$ cat src/rtl/sdram_pattern_tester.sv
`default_nettype none
// ============================================================================
// Module   : sdram_pattern_tester
// Brief    : Fills an SDRAM address range with a selectable pattern, reads it
//            back and reports pass flag, saturating error count, first error.
// Revision : 1.0 - initial release
// ============================================================================
module sdram_pattern_tester #(
    parameter int DATA_W    = 16,
    parameter int ADDR_W    = 22,
    parameter int ADDR_LAST = 2**ADDR_W - 1,
    parameter int ERR_W     = 16
) (
    input  logic              CLK,
    input  logic              RST,
    input  logic              START,
    input  logic [1:0]        MODE,
    output logic              BUSY,
    output logic              DONE,
    output logic              PASS,
    output logic [ERR_W-1:0]  ERR_CNT,
    output logic [ADDR_W-1:0] FIRST_ERR_ADDR,
    output logic              MEM_REQ,
    output logic              MEM_WE,
    output logic [ADDR_W-1:0] MEM_ADDR,
    output logic [DATA_W-1:0] MEM_WDATA,
    input  logic              MEM_ACK,
    input  logic              MEM_RVALID,
    input  logic [DATA_W-1:0] MEM_RDATA
);

    localparam logic [ADDR_W-1:0] c_ADDR_LAST = ADDR_W'(ADDR_LAST);

    typedef enum logic [2:0] {
        S_IDLE    = 3'd0,
        S_WR      = 3'd1,
        S_RD_REQ  = 3'd2,
        S_RD_WAIT = 3'd3,
        S_FIN     = 3'd4
    } state_t;

    state_t              r_state;
    logic [ADDR_W-1:0]   r_addr;
    logic [1:0]          r_mode;

    logic [ADDR_W-1:0]   w_next_addr;
    logic                w_last;
    logic [DATA_W-1:0]   w_exp_data;
    logic [DATA_W-1:0]   w_next_wdata;
    logic                w_mismatch;

    function automatic logic [DATA_W-1:0] f_pattern(input logic [1:0] mode,
                                                    input logic [ADDR_W-1:0] a);
        logic [DATA_W-1:0] v;
        v = '0;
        case (mode)
            2'd0: v = DATA_W'(a);
            2'd1: v = ~DATA_W'(a);
            2'd2: v = DATA_W'(1) << (32'(a) % DATA_W);
            default: begin
                // Even bit positions follow ~a[0], odd ones follow a[0].
                for (int i = 0; i < DATA_W; i++) begin
                    v[i] = (i % 2 == 0) ? ~a[0] : a[0];
                end
            end
        endcase
        return v;
    endfunction

    assign w_next_addr  = r_addr + ADDR_W'(1);
    assign w_last       = (r_addr == c_ADDR_LAST);
    assign w_exp_data   = f_pattern(r_mode, r_addr);
    assign w_next_wdata = f_pattern(r_mode, w_next_addr);
    assign w_mismatch   = (MEM_RDATA != w_exp_data);

    always_ff @(posedge CLK or posedge RST) begin
        if (RST) begin
            r_state        <= S_IDLE;
            r_addr         <= '0;
            r_mode         <= 2'd0;
            BUSY           <= 1'b0;
            DONE           <= 1'b0;
            PASS           <= 1'b0;
            ERR_CNT        <= '0;
            FIRST_ERR_ADDR <= '0;
            MEM_REQ        <= 1'b0;
            MEM_WE         <= 1'b0;
            MEM_ADDR       <= '0;
            MEM_WDATA      <= '0;
        end else begin
            DONE <= 1'b0;
            case (r_state)
                S_IDLE: begin
                    BUSY <= 1'b0;
                    if (START) begin
                        r_mode         <= MODE;
                        r_addr         <= '0;
                        ERR_CNT        <= '0;
                        FIRST_ERR_ADDR <= '0;
                        PASS           <= 1'b0;
                        BUSY           <= 1'b1;
                        MEM_REQ        <= 1'b1;
                        MEM_WE         <= 1'b1;
                        MEM_ADDR       <= '0;
                        MEM_WDATA      <= f_pattern(MODE, '0);
                        r_state        <= S_WR;
                    end
                end
                S_WR: begin
                    if (MEM_ACK) begin
                        if (w_last) begin
                            r_addr    <= '0;
                            MEM_WE    <= 1'b0;
                            MEM_ADDR  <= '0;
                            MEM_WDATA <= '0;
                            r_state   <= S_RD_REQ;
                        end else begin
                            r_addr    <= w_next_addr;
                            MEM_ADDR  <= w_next_addr;
                            MEM_WDATA <= w_next_wdata;
                        end
                    end
                end
                S_RD_REQ: begin
                    if (MEM_ACK) begin
                        MEM_REQ <= 1'b0;
                        r_state <= S_RD_WAIT;
                    end
                end
                S_RD_WAIT: begin
                    if (MEM_RVALID) begin
                        if (w_mismatch) begin
                            if (ERR_CNT != '1) begin
                                ERR_CNT <= ERR_CNT + ERR_W'(1);
                            end
                            if (ERR_CNT == '0) begin
                                FIRST_ERR_ADDR <= r_addr;
                            end
                        end
                        if (w_last) begin
                            r_state <= S_FIN;
                        end else begin
                            r_addr   <= w_next_addr;
                            MEM_REQ  <= 1'b1;
                            MEM_ADDR <= w_next_addr;
                            r_state  <= S_RD_REQ;
                        end
                    end
                end
                S_FIN: begin
                    DONE    <= 1'b1;
                    PASS    <= (ERR_CNT == '0);
                    r_state <= S_IDLE;
                end
                default: r_state <= S_IDLE;
            endcase
        end
    end

endmodule
`default_nettype wire
$ cat config.mk
export PLATFORM = sky130hd
export DESIGN_NAME = sdram_pattern_tester
export DESIGN_NICKNAME = d
export VERILOG_FILES = /design/src/rtl/sdram_pattern_tester.sv
export SDC_FILE = /design/constraint.sdc
export NUM_CORES = 1
export LEC_CHECK = 0
export ABC_AREA = 1
export CAP_MARGIN = 5
export CORE_MARGIN = 2
export CORE_UTILIZATION = 54
export CTS_CLUSTER_SIZE = 10
export DETAILED_ROUTE_END_ITERATION = 8
export PLACE_DENSITY = 0.87
export SYNTH_ARGS = -nofsm -noshare
export SYNTH_HDL_FRONTEND = slang
export SYNTH_SLANG_ARGS = --single-unit
export TNS_END_PERCENT = 30
$ cat constraint.sdc
create_clock -name CLK -period 3.9 [get_ports CLK]
set_input_delay 0.975 -clock CLK [delete_from_list [all_inputs] [get_ports CLK]]
set_output_delay 0.975 -clock CLK [all_outputs]
set_load 0.005 [all_outputs]
==> impl_results.md <==
* WL final at around 17 mm
* Mean Syn Cell Area at 6.669 um^2
* Yosys top cell area share at 0.3697
* Mapped Cells at approximately 870
* Pre-Repair DR Iteration Count at 5
* Initial Utilization at 0.5589
* Post-CTS sizing at 0
* 1st-iter DRT viols at between 500 and 600
* GRT overflow at 0
* DR vias/cell at 5.733
* Register area share after synthesis at 0.3697
* Most common cell after layout, fill and taps aside: nand2_1
* Global-route wire length before repair at about 28 mm
* Met3 WL at 1.666 mm
* Die height at ~110 um
* Hold Buf Count CTS at 0
* Unique masters post-synth at 39
* Startpoint type of the worst setup path: flop
* Clock Sinks at 86
* Worst-Margin Slew at 0.6980 ns
* Die area at 11630 um^2
* Max-slew violations at 0
* Layout cell share with drive strength beyond 1 at 0.04447
* Width of the die at between 100 and 150 um
* Number of diodes at 0
* Total negative setup slack at 0 ns
* Synth area leaders: dfrtp_1, nand2_1, nor2_1
* Most frequent cells in the layout: nand2_1, nor2_1, clkdlybuf4s50_1
* Vias in the first global route at approximately 5600
* CTS max path bufs at 2
* Skew final at 0.009978 ns
* Crit end category: flop
* Top Metal Used: met4
* Crit path max fanout at 22
* CTS tree: done
* Gpl congestion at 0.9973
* Row cnt at 37
* DR WL met2 at between 7 and 8 mm
* Part of the cycle the worst path needs at 0.8065
* Reg clk slew, reported paths at 0.10 ns
* RSZ-0062 raised after global routing: false
* DRC viols at 0
* Synth warnings at 0
* Synth Cell Area at between 5000 and 6000 um^2
* Synth Register Bits at between 80 and 90
* Status: completed
* Fill count at around 910
* Final hold viol count at 0
* VDD IR max at 459.6 uV
* Vias at between 6000 and 7000
* Initial antenna violation count at 0
* Crit path kind: flop to flop
* Gr usage total at 0.3046
* Cell taking the most area after synthesis: dfrtp_1
* Area growth syn-to-layout at 22.54%
* Max_cap viols at 0
* Worst slew margin at 0.5342
* Min-delay worst type: flop to flop
* Final net count at between 900 and 1000
* Core ar. at 10420 um^2
* Leakage power at 3.259 nW
* Min Tclk post-route at between 3 and 4 ns
* Post-synth EDFFs at 0
* Clk Latency, worst-skew pair at between 0.3 and 0.4 ns
* Post-route ant nets at 0
* Async set-reset flop share out of synthesis at 1.000
* Top Ports at approximately 100
* Port bufs at just over 100
* Fmax at between 300 and 400 MHz
* Final Total Pwr at ~0.004 W
* DP HPWL at roughly 13 mm
* Worst endpoint data arrival time at between 3 and 4 ns
* H-Tree Level Count at 3
* Clock root cell: clkbuf_8
* Pwr dens at 549.4 nW/um^2
* M1 wire length at ~7.5 mm
* Wire per inst at roughly 16 um
* Finish-stage setup viols at 0
* Mapped Nets at roughly 900
* Worst Path Required at just over 4 ns
* CTS Buf Count at 9
* Postcts setup bufs at 0
* Pin count of the biggest net entering global routing at a little over 40
* Top_reg_cell synth: dfrtp_1
layout make-up:
class / instances / area, um^2 / area share
multi-input cells: 654 / 3110 / 0.4360
flip-flops and latches: 86 / 2152 / 0.3016
repair buffers: 113 / 1106 / 0.1550
inverters: 98 / 369.1 / 0.05174
well taps: 136 / 170.2 / 0.02385
clock buffers: 9 / 123.9 / 0.01736
clock inverters: 7 / 102.6 / 0.01438
registers in the layout (all words and copies together) (netlist names):
name,count
r_state,3
MEM_WDATA,16
r_addr,22
MEM_REQ,1
FIRST_ERR_ADDR,22
r_mode,2
MEM_WE,1
ERR_CNT,16
DONE,1
PASS,1
BUSY,1
metrics by stage:
stage	setup WS (ns)	util	instance area (um^2)	hold WS, ns	cells
after global placement	0.7802	0.6632	6908	0.4573	1087
after CTS	0.8902	0.6849	7134	0.4852	1103
final	0.7546	0.6849	7134	0.4807	1103
after detailed placement	0.7517	0.6632	6908	0.4614	1087
after global routing	0.6093	0.6849	7134	0.5102	1103
after floorplan	0.7032	-	5822	0.4654	873
where the power goes:
part	switching, W	internal [W]
Combinational	0.00129	0.000713
Sequential	0.000144	0.00104
Clock	0.000364	0.000372
Total	0.00179	0.00212
worst max-delay path: stages, from the launching register on:
cell,delay (ns)
dfrtp_1,0.57
ha_1,0.34
nand3_2,0.15
nor2_2,0.22
nand3_1,0.11
nor3_1,0.31
nand3_1,0.21
nand3_1,0.22
inv_1,0.35
nand2_2,0.39
o22ai_1,0.12
Yosys cell counts, types with 2 or more instances:
cell type / instances
o2111ai_1: 2
nand2_2: 2
nand3b_1: 4
clkbuf_1: 15
a22oi_1: 3
nand3_2: 3
o211ai_1: 7
nor2_1: 130
nand4_1: 50
ha_1: 8
inv_1: 92
a21oi_1: 31
nor3_1: 16
inv_2: 3
nor2_2: 3
o22ai_1: 15
o21ai_0: 44
clkinv_1: 3
buf_2: 8
nor4_1: 5
nand2_1: 251
o21ai_1: 2
nand3_1: 48
xor2_1: 16
buf_4: 7
dfrtp_1: 86
a31oi_1: 3
or2_2: 3
buf_6: 3
kinds of logic (layout without fill, tap and decap cells):
kind of cell | count (synthesis) | count (layout) | synth area share
AOI/OAI and AO/OA | 113 | 113 | 0.1100
xor gates and xnor gates | 16 | 16 | 0.02407
adders and majority gates | 8 | 8 | 0.01719
buffers and inverters | 133 | 227 | 0.09606
DFF | 86 | 86 | 0.3697
and+or+nand+nor | 517 | 517 | 0.3830
layer usage:
metal	vias up	track usage
li1	3038	-
met1	2921	0.4539
met2	327	0.4488
met3	38	0.04540
met4	0	0.1090
met5	-	0
path summary, 6_finish.rpt:
kind / cells past startpoint / slack [ns] / from / to
max in group asynchronous: 3 / 2.12 / RST / FIRST_ERR_ADDR[12]
setup reg to reg: 10 / 0.75 / r_addr[0] / r_addr[8]
hold / removal: 2 / 0.48 / FIRST_ERR_ADDR[7] / FIRST_ERR_ADDR[7]
min in group asynchronous: 2 / 0.99 / RST / MEM_WDATA[12]
hold reg to reg: 2 / 0.48 / FIRST_ERR_ADDR[7] / FIRST_ERR_ADDR[7]
setup / recovery: 10 / 0.75 / r_addr[0] / r_addr[8]
No activity file was read; power rests on OpenSTA's default activity.
